**src/rtl/mem_access_ctrl_if.sv**
```systemverilog
// Bus between the instruction sequencer and the SRAM/MMIO side of mem_access_ctrl.
// The master drives requests and external data; the slave (the controller) drives strobes and results.
interface mem_access_ctrl_if;
  logic        Mem_OE;
  logic        Mem_WE;
  logic [15:0] MAR;
  logic [15:0] MDR;
  logic [15:0] Data_from_SRAM;
  logic [15:0] Switches;
  logic [15:0] Data_to_CPU;
  logic [15:0] Data_to_SRAM;
  logic [19:0] ADDR;
  logic        CE_N;
  logic        UB_N;
  logic        LB_N;
  logic        OE_N;
  logic        WE_N;
  logic [15:0] HEX_Data;
  logic        Mem_Ready;
  logic        Busy;

  modport master (
    output Mem_OE, Mem_WE, MAR, MDR, Data_from_SRAM, Switches,
    input  Data_to_CPU, Data_to_SRAM, ADDR, CE_N, UB_N, LB_N, OE_N, WE_N,
           HEX_Data, Mem_Ready, Busy
  );

  modport slave (
    input  Mem_OE, Mem_WE, MAR, MDR, Data_from_SRAM, Switches,
    output Data_to_CPU, Data_to_SRAM, ADDR, CE_N, UB_N, LB_N, OE_N, WE_N,
           HEX_Data, Mem_Ready, Busy
  );
endinterface

```
**src/rtl/mem_access_ctrl.sv**
```systemverilog
// Turns level OE/WE requests into timed async-SRAM strobes with WAIT_CYCLES-wide pulses.
// Define MEM_MMIO_EN to map MMIO_ADDR onto Switches (read) and HEX_Data (write).
module mem_access_ctrl #(
  parameter int unsigned WAIT_CYCLES = 2,
  parameter logic [15:0] MMIO_ADDR   = 16'hFFFF
) (
  input logic              Clk,
  input logic              Reset,
  mem_access_ctrl_if.slave bus
);

  typedef enum logic [2:0] {
    IDLE, RD_ACT, WR_SETUP, WR_PULSE, WR_HOLD, DONE
  } state_t;

  localparam logic [3:0] LAST_CNT = 4'(WAIT_CYCLES - 1);

  state_t      state_reg, state_next;
  logic [3:0]  cnt_reg, cnt_next;
  logic [15:0] data_to_cpu_reg, data_to_cpu_next;
  logic [15:0] data_to_sram_reg, data_to_sram_next;
  logic [15:0] addr_reg, addr_next;
  logic [15:0] hex_next;
  // Strobe vector order: {CE_N, UB_N, LB_N, OE_N, WE_N}
  logic [4:0]  strb_n_reg, strb_n_next;
  logic        ready_reg, ready_next;
  logic        busy_reg, busy_next;
  logic        mmio_hit;

`ifdef MEM_MMIO_EN
  logic [15:0] hex_reg;

  assign mmio_hit = (bus.MAR == MMIO_ADDR);

  always_ff @(posedge Clk or posedge Reset) begin
    if (Reset) hex_reg <= '0;
    else       hex_reg <= hex_next;
  end

  assign bus.HEX_Data = hex_reg;
`else
  logic [15:0] unused_mmio_addr;

  assign mmio_hit         = 1'b0;
  assign unused_mmio_addr = MMIO_ADDR;
  assign bus.HEX_Data     = '0;
`endif

  always_ff @(posedge Clk or posedge Reset) begin
    if (Reset) begin
      state_reg        <= IDLE;
      cnt_reg          <= '0;
      data_to_cpu_reg  <= '0;
      data_to_sram_reg <= '0;
      addr_reg         <= '0;
      strb_n_reg       <= '1;
      ready_reg        <= 1'b0;
      busy_reg         <= 1'b0;
    end else begin
      state_reg        <= state_next;
      cnt_reg          <= cnt_next;
      data_to_cpu_reg  <= data_to_cpu_next;
      data_to_sram_reg <= data_to_sram_next;
      addr_reg         <= addr_next;
      strb_n_reg       <= strb_n_next;
      ready_reg        <= ready_next;
      busy_reg         <= busy_next;
    end
  end

  always_comb begin
    state_next        = state_reg;
    cnt_next          = cnt_reg;
    data_to_cpu_next  = data_to_cpu_reg;
    data_to_sram_next = data_to_sram_reg;
    addr_next         = addr_reg;
`ifdef MEM_MMIO_EN
    hex_next          = hex_reg;
`else
    hex_next          = '0;
`endif

    case (state_reg)
      IDLE: begin
        // Write has priority when both requests arrive together
        if (bus.Mem_WE) begin
          if (mmio_hit) begin
            hex_next   = bus.MDR;
            state_next = DONE;
          end else begin
            addr_next         = bus.MAR;
            data_to_sram_next = bus.MDR;
            state_next        = WR_SETUP;
          end
        end else if (bus.Mem_OE) begin
          if (mmio_hit) begin
            data_to_cpu_next = bus.Switches;
            state_next       = DONE;
          end else begin
            addr_next  = bus.MAR;
            cnt_next   = '0;
            state_next = RD_ACT;
          end
        end
      end
      RD_ACT: begin
        if (cnt_reg == LAST_CNT) begin
          data_to_cpu_next = bus.Data_from_SRAM;
          state_next       = DONE;
        end else begin
          cnt_next = cnt_reg + 4'd1;
        end
      end
      WR_SETUP: begin
        cnt_next   = '0;
        state_next = WR_PULSE;
      end
      WR_PULSE: begin
        if (cnt_reg == LAST_CNT) state_next = WR_HOLD;
        else                     cnt_next   = cnt_reg + 4'd1;
      end
      WR_HOLD: state_next = DONE;
      DONE: begin
        // Sequencer holds its request through its own wait states; wait for release
        if (!bus.Mem_OE && !bus.Mem_WE) state_next = IDLE;
      end
      default: state_next = IDLE;
    endcase

    // Outputs are registered, so they are decoded from the state being entered
    strb_n_next = 5'b11111;
    case (state_next)
      RD_ACT:            strb_n_next = 5'b00001;
      WR_SETUP, WR_HOLD: strb_n_next = 5'b00011;
      WR_PULSE:          strb_n_next = 5'b00010;
      default:           strb_n_next = 5'b11111;
    endcase
    busy_next  = (state_next != IDLE);
    ready_next = (state_next == DONE) && (state_reg != DONE);
  end

  assign bus.Data_to_CPU  = data_to_cpu_reg;
  assign bus.Data_to_SRAM = data_to_sram_reg;
  assign bus.ADDR         = {4'b0000, addr_reg};
  assign bus.CE_N         = strb_n_reg[4];
  assign bus.UB_N         = strb_n_reg[3];
  assign bus.LB_N         = strb_n_reg[2];
  assign bus.OE_N         = strb_n_reg[1];
  assign bus.WE_N         = strb_n_reg[0];
  assign bus.Mem_Ready    = ready_reg;
  assign bus.Busy         = busy_reg;

endmodule

```
**src/flat_wrapper.sv**
```systemverilog
// flat-port wrapper written by rule: the top's interface ports become plain ports
module mem_access_ctrl_flat 
#(
  parameter int unsigned WAIT_CYCLES = 2,
  parameter logic [15:0] MMIO_ADDR   = 16'hFFFF
)
  (Clk, Reset, bus_Mem_OE, bus_Mem_WE, bus_MAR, bus_MDR, bus_Data_from_SRAM, bus_Switches, bus_Data_to_CPU, bus_Data_to_SRAM, bus_ADDR, bus_CE_N, bus_UB_N, bus_LB_N, bus_OE_N, bus_WE_N, bus_HEX_Data, bus_Mem_Ready, bus_Busy);
  mem_access_ctrl_if bus_i ();
  input logic Clk;
  input logic Reset;
  input wire logic [$bits(bus_i.Mem_OE)-1:0] bus_Mem_OE;
  input wire logic [$bits(bus_i.Mem_WE)-1:0] bus_Mem_WE;
  input wire logic [$bits(bus_i.MAR)-1:0] bus_MAR;
  input wire logic [$bits(bus_i.MDR)-1:0] bus_MDR;
  input wire logic [$bits(bus_i.Data_from_SRAM)-1:0] bus_Data_from_SRAM;
  input wire logic [$bits(bus_i.Switches)-1:0] bus_Switches;
  output wire logic [$bits(bus_i.Data_to_CPU)-1:0] bus_Data_to_CPU;
  output wire logic [$bits(bus_i.Data_to_SRAM)-1:0] bus_Data_to_SRAM;
  output wire logic [$bits(bus_i.ADDR)-1:0] bus_ADDR;
  output wire logic [$bits(bus_i.CE_N)-1:0] bus_CE_N;
  output wire logic [$bits(bus_i.UB_N)-1:0] bus_UB_N;
  output wire logic [$bits(bus_i.LB_N)-1:0] bus_LB_N;
  output wire logic [$bits(bus_i.OE_N)-1:0] bus_OE_N;
  output wire logic [$bits(bus_i.WE_N)-1:0] bus_WE_N;
  output wire logic [$bits(bus_i.HEX_Data)-1:0] bus_HEX_Data;
  output wire logic [$bits(bus_i.Mem_Ready)-1:0] bus_Mem_Ready;
  output wire logic [$bits(bus_i.Busy)-1:0] bus_Busy;
  assign bus_i.Mem_OE = bus_Mem_OE;
  assign bus_i.Mem_WE = bus_Mem_WE;
  assign bus_i.MAR = bus_MAR;
  assign bus_i.MDR = bus_MDR;
  assign bus_i.Data_from_SRAM = bus_Data_from_SRAM;
  assign bus_i.Switches = bus_Switches;
  assign bus_Data_to_CPU = bus_i.Data_to_CPU;
  assign bus_Data_to_SRAM = bus_i.Data_to_SRAM;
  assign bus_ADDR = bus_i.ADDR;
  assign bus_CE_N = bus_i.CE_N;
  assign bus_UB_N = bus_i.UB_N;
  assign bus_LB_N = bus_i.LB_N;
  assign bus_OE_N = bus_i.OE_N;
  assign bus_WE_N = bus_i.WE_N;
  assign bus_HEX_Data = bus_i.HEX_Data;
  assign bus_Mem_Ready = bus_i.Mem_Ready;
  assign bus_Busy = bus_i.Busy;
  mem_access_ctrl #(.WAIT_CYCLES(WAIT_CYCLES), .MMIO_ADDR(MMIO_ADDR)) u_core (.Clk(Clk), .Reset(Reset), .bus(bus_i));
endmodule
```
**config.mk**
```make
export PLATFORM = sky130hd
export DESIGN_NAME = mem_access_ctrl_flat
export DESIGN_NICKNAME = d
export VERILOG_FILES = /design/src/rtl/mem_access_ctrl_if.sv /design/src/rtl/mem_access_ctrl.sv /design/src/flat_wrapper.sv
export SDC_FILE = /design/constraint.sdc
export NUM_CORES = 1
export LEC_CHECK = 0
export ABC_AREA = 1
export CAP_MARGIN = 5
export CORE_MARGIN = 1.5
export CORE_UTILIZATION = 43
export DETAILED_ROUTE_END_ITERATION = 12
export GPL_ROUTABILITY_DRIVEN = 0
export PLACE_DENSITY = 0.86
export SLEW_MARGIN = 20
export SYNTH_ARGS = -nofsm -noshare
export SYNTH_HDL_FRONTEND = slang
export SYNTH_SLANG_ARGS = --single-unit
```
**constraint.sdc**
```tcl
create_clock -name Clk -period 5.1 [get_ports Clk]
set_input_delay 1.02 -clock Clk [delete_from_list [all_inputs] [get_ports Clk]]
set_output_delay 1.02 -clock Clk [all_outputs]
set_load 0.05 [all_outputs]
```
==> flow_summary.json <==
{
  "tightest_slew_ps": 724,
  "timing.fmax_mhz": 370,
  "worst-path-buf-inv": 1,
  "grt_usage": 0.181,
  "die_area_um2": 7010,
  "die_width_um": 83.7,
  "cts_setup_buffers": 0,
  "cp_top_family": "buffers and inverters",
  "grt_pass1_wl_mm": 10.2,
  "crit_arrival_ps": 1690,
  "ys_seq_elements": 60,
  "drc": 0,
  "finish.utilization": 0.640,
  "via_count": 2228,
  "final_common_cell": "clkdlybuf4s50_1",
  "multiInputGateArea_um2": 953,
  "drtIter0Drc": 68,
  "tns_ps": 0,
  "die_h_um": 83.7,
  "num_rows": 29,
  "finalCritPeriodShare": 0.530,
  "netlist-cell-type-count": 30,
  "peakVddDrop_v": 0.000487,
  "synth_top_area_frac": 0.509,
  "synth.area.top_cells": "dfrtp_1 51%, nand2_1 14%, buf_4 6.4%",
  "cts_tree": "built",
  "start_util": 0.444,
  "cts_hold_buf": 0,
  "startpoint_type": "flop",
  "yosysTopAreaCell": "dfrtp_1",
  "core_um2": 6310,
  "io_buffers": 106,
  "antenna_found_initial": 0,
  "nets": 489,
  "cts_resized": 0,
  "cts_buffers": 9,
  "finalSetupViolCount": 0,
  "drt_pass1_iterations": 4,
  "ant_nets": 0,
  "path_class": "reg -> out",
  "power_leakage_nw": 2.04,
  "crit_required_ps": 4080,
  "root_buffer": "clkbuf_8",
  "area.sequential_um2": 1510,
  "layout-drive-gt1-share": 0.123,
  "rsz0062_at_grt": "false",
  "wire_per_inst_um": 11.7,
  "synthCells": 313,
  "hold_class": "reg -> reg",
  "slew_viol_final": 0,
  "ys_seq_area_frac": 0.537,
  "power_density_nw_per_um2": 782,
  "ys_warn_count": 0,
  "grt_overflow_total": 0,
  "hold_viol": 0,
  "status": "finished clean",
  "drv_cap": 0,
  "htreeDepth": 3,
  "cp_max_fo": 3,
  "avgSynthCellArea_um2": 8.95,
  "io_pins": 143,
  "fill_cells": 491,
  "layout_min_cycle_time_ps": 2710,
  "mostFrequentLayoutCells": "106 x clkdlybuf4s50_1, 101 x nand2_1, 57 x dfrtp_1",
  "antenna_cells": 0,
  "critPathSlowestCell": "clkdlybuf4s50_1",
  "grt_pass1_vias": 2284,
  "grt_max_degree": 61,
  "critical-path-max-stage-delay_ps": 810,
  "drt_wl_total_mm": 5.86,
  "syn2layout_area_growth_pct": 44.2,
  "syn_area_um2": 2800,
  "skew_ps": 12.0,
  "maxSlewHeadroom": 0.515,
  "cp_cell_sequence": "clkdlybuf4s50_1",
  "cts_buffer_depth": 2,
  "cp-end-kind": "output pin",
  "clk_pin_slew_ps": 70,
  "avgViaCountPerCell": 4.45,
  "cts.sinks": 60,
  "dp_hpwl_mm": 4.23,
  "clk_latency_ps": 330
}
## metal layers
metal  global-route usage  up-vias  part of all wire
li1                     -     1119                 -
met2                0.302       86              0.51
met5                    0        -                 0
met1                0.209     1018              0.39
met4               0.0611        0            0.0087
met3               0.0762        5             0.096
## cell families (layout without fill, tap and decap cells)
group	count (synthesis)	count (layout)	synth area share
AO/OA/AOI/OAI	41	41	0.0982
XOR/XNOR	2	2	0.00625
adder cells (fa/ha/maj)	2	2	0.00893
buffers and inverters	77	169	0.151
flip-flops	60	60	0.537
other	1	20	0.00134
AND/OR/NAND/NOR	130	130	0.197
## power by group
| part | switching (W) | internal (W) | total [W] |
|---|---|---|---|
| Sequential | 0.000140 | 0.000710 | 0.000850 |
| Combinational | 0.00123 | 0.000575 | 0.00180 |
| Clock | 0.000184 | 0.000325 | 0.000510 |
| Total | 0.00155 | 0.00161 | 0.00316 |
## Yosys cell counts (all sizes together)
library cell  number
o31ai              1
conb               1
buf               32
xnor2              1
o21ai             36
o21bai             1
nor2              12
dfrtp             57
a21oi              2
xor2               1
inv               45
ha                 2
nand3             10
dfstp              3
nand2            105
a31oi              1
or2                3
## layout make-up
| class | count | area share |
|---|---|---|
| sequential | 60 | 0.372 |
| inverter | 45 | 0.0424 |
| multi-input combinational | 195 | 0.236 |
| tap | 77 | 0.0238 |
| timing repair buffer | 108 | 0.266 |
| clock buffer | 10 | 0.0316 |
| clock inverter | 6 | 0.0279 |
## per-stage QoR
step / cell area (um2) / hold WS, ps / instances / power (W) / worst slack (ps)
floorplan: 2870 / 485 / 332 / 0.00213 / 2600
global placement: 3790 / 462 / 485 / 0.00261 / 2350
detailed placement: 3790 / 465 / 485 / 0.00265 / 2290
CTS: 4040 / 482 / 501 / 0.00318 / 2380
global route: 4040 / 501 / 501 / 0.00335 / 2350
finish: 4040 / 481 / 501 / 0.00316 / 2390
## final timing paths
check / cells past startpoint / slack [ps] / startpoint / end
worst max-delay path: 1 / 2390 / u_core.strb_n_reg[3] / bus_UB_N
worst min-delay path: 2 / 480 / u_core.bus.Data_to_SRAM[2] / u_core.bus.Data_to_SRAM[2]
worst max register to register: 6 / 3630 / u_core.cnt_reg[0] / u_core.bus.Data_to_CPU[15]
worst min register to register: 2 / 480 / u_core.bus.Data_to_SRAM[2] / u_core.bus.Data_to_SRAM[2]
max in group asynchronous: 3 / 3410 / Reset / u_core.bus.Data_to_CPU[11]
min in group asynchronous: 3 / 1220 / Reset / u_core.bus.Data_to_CPU[4]
Power figures use the tool's default switching activity.
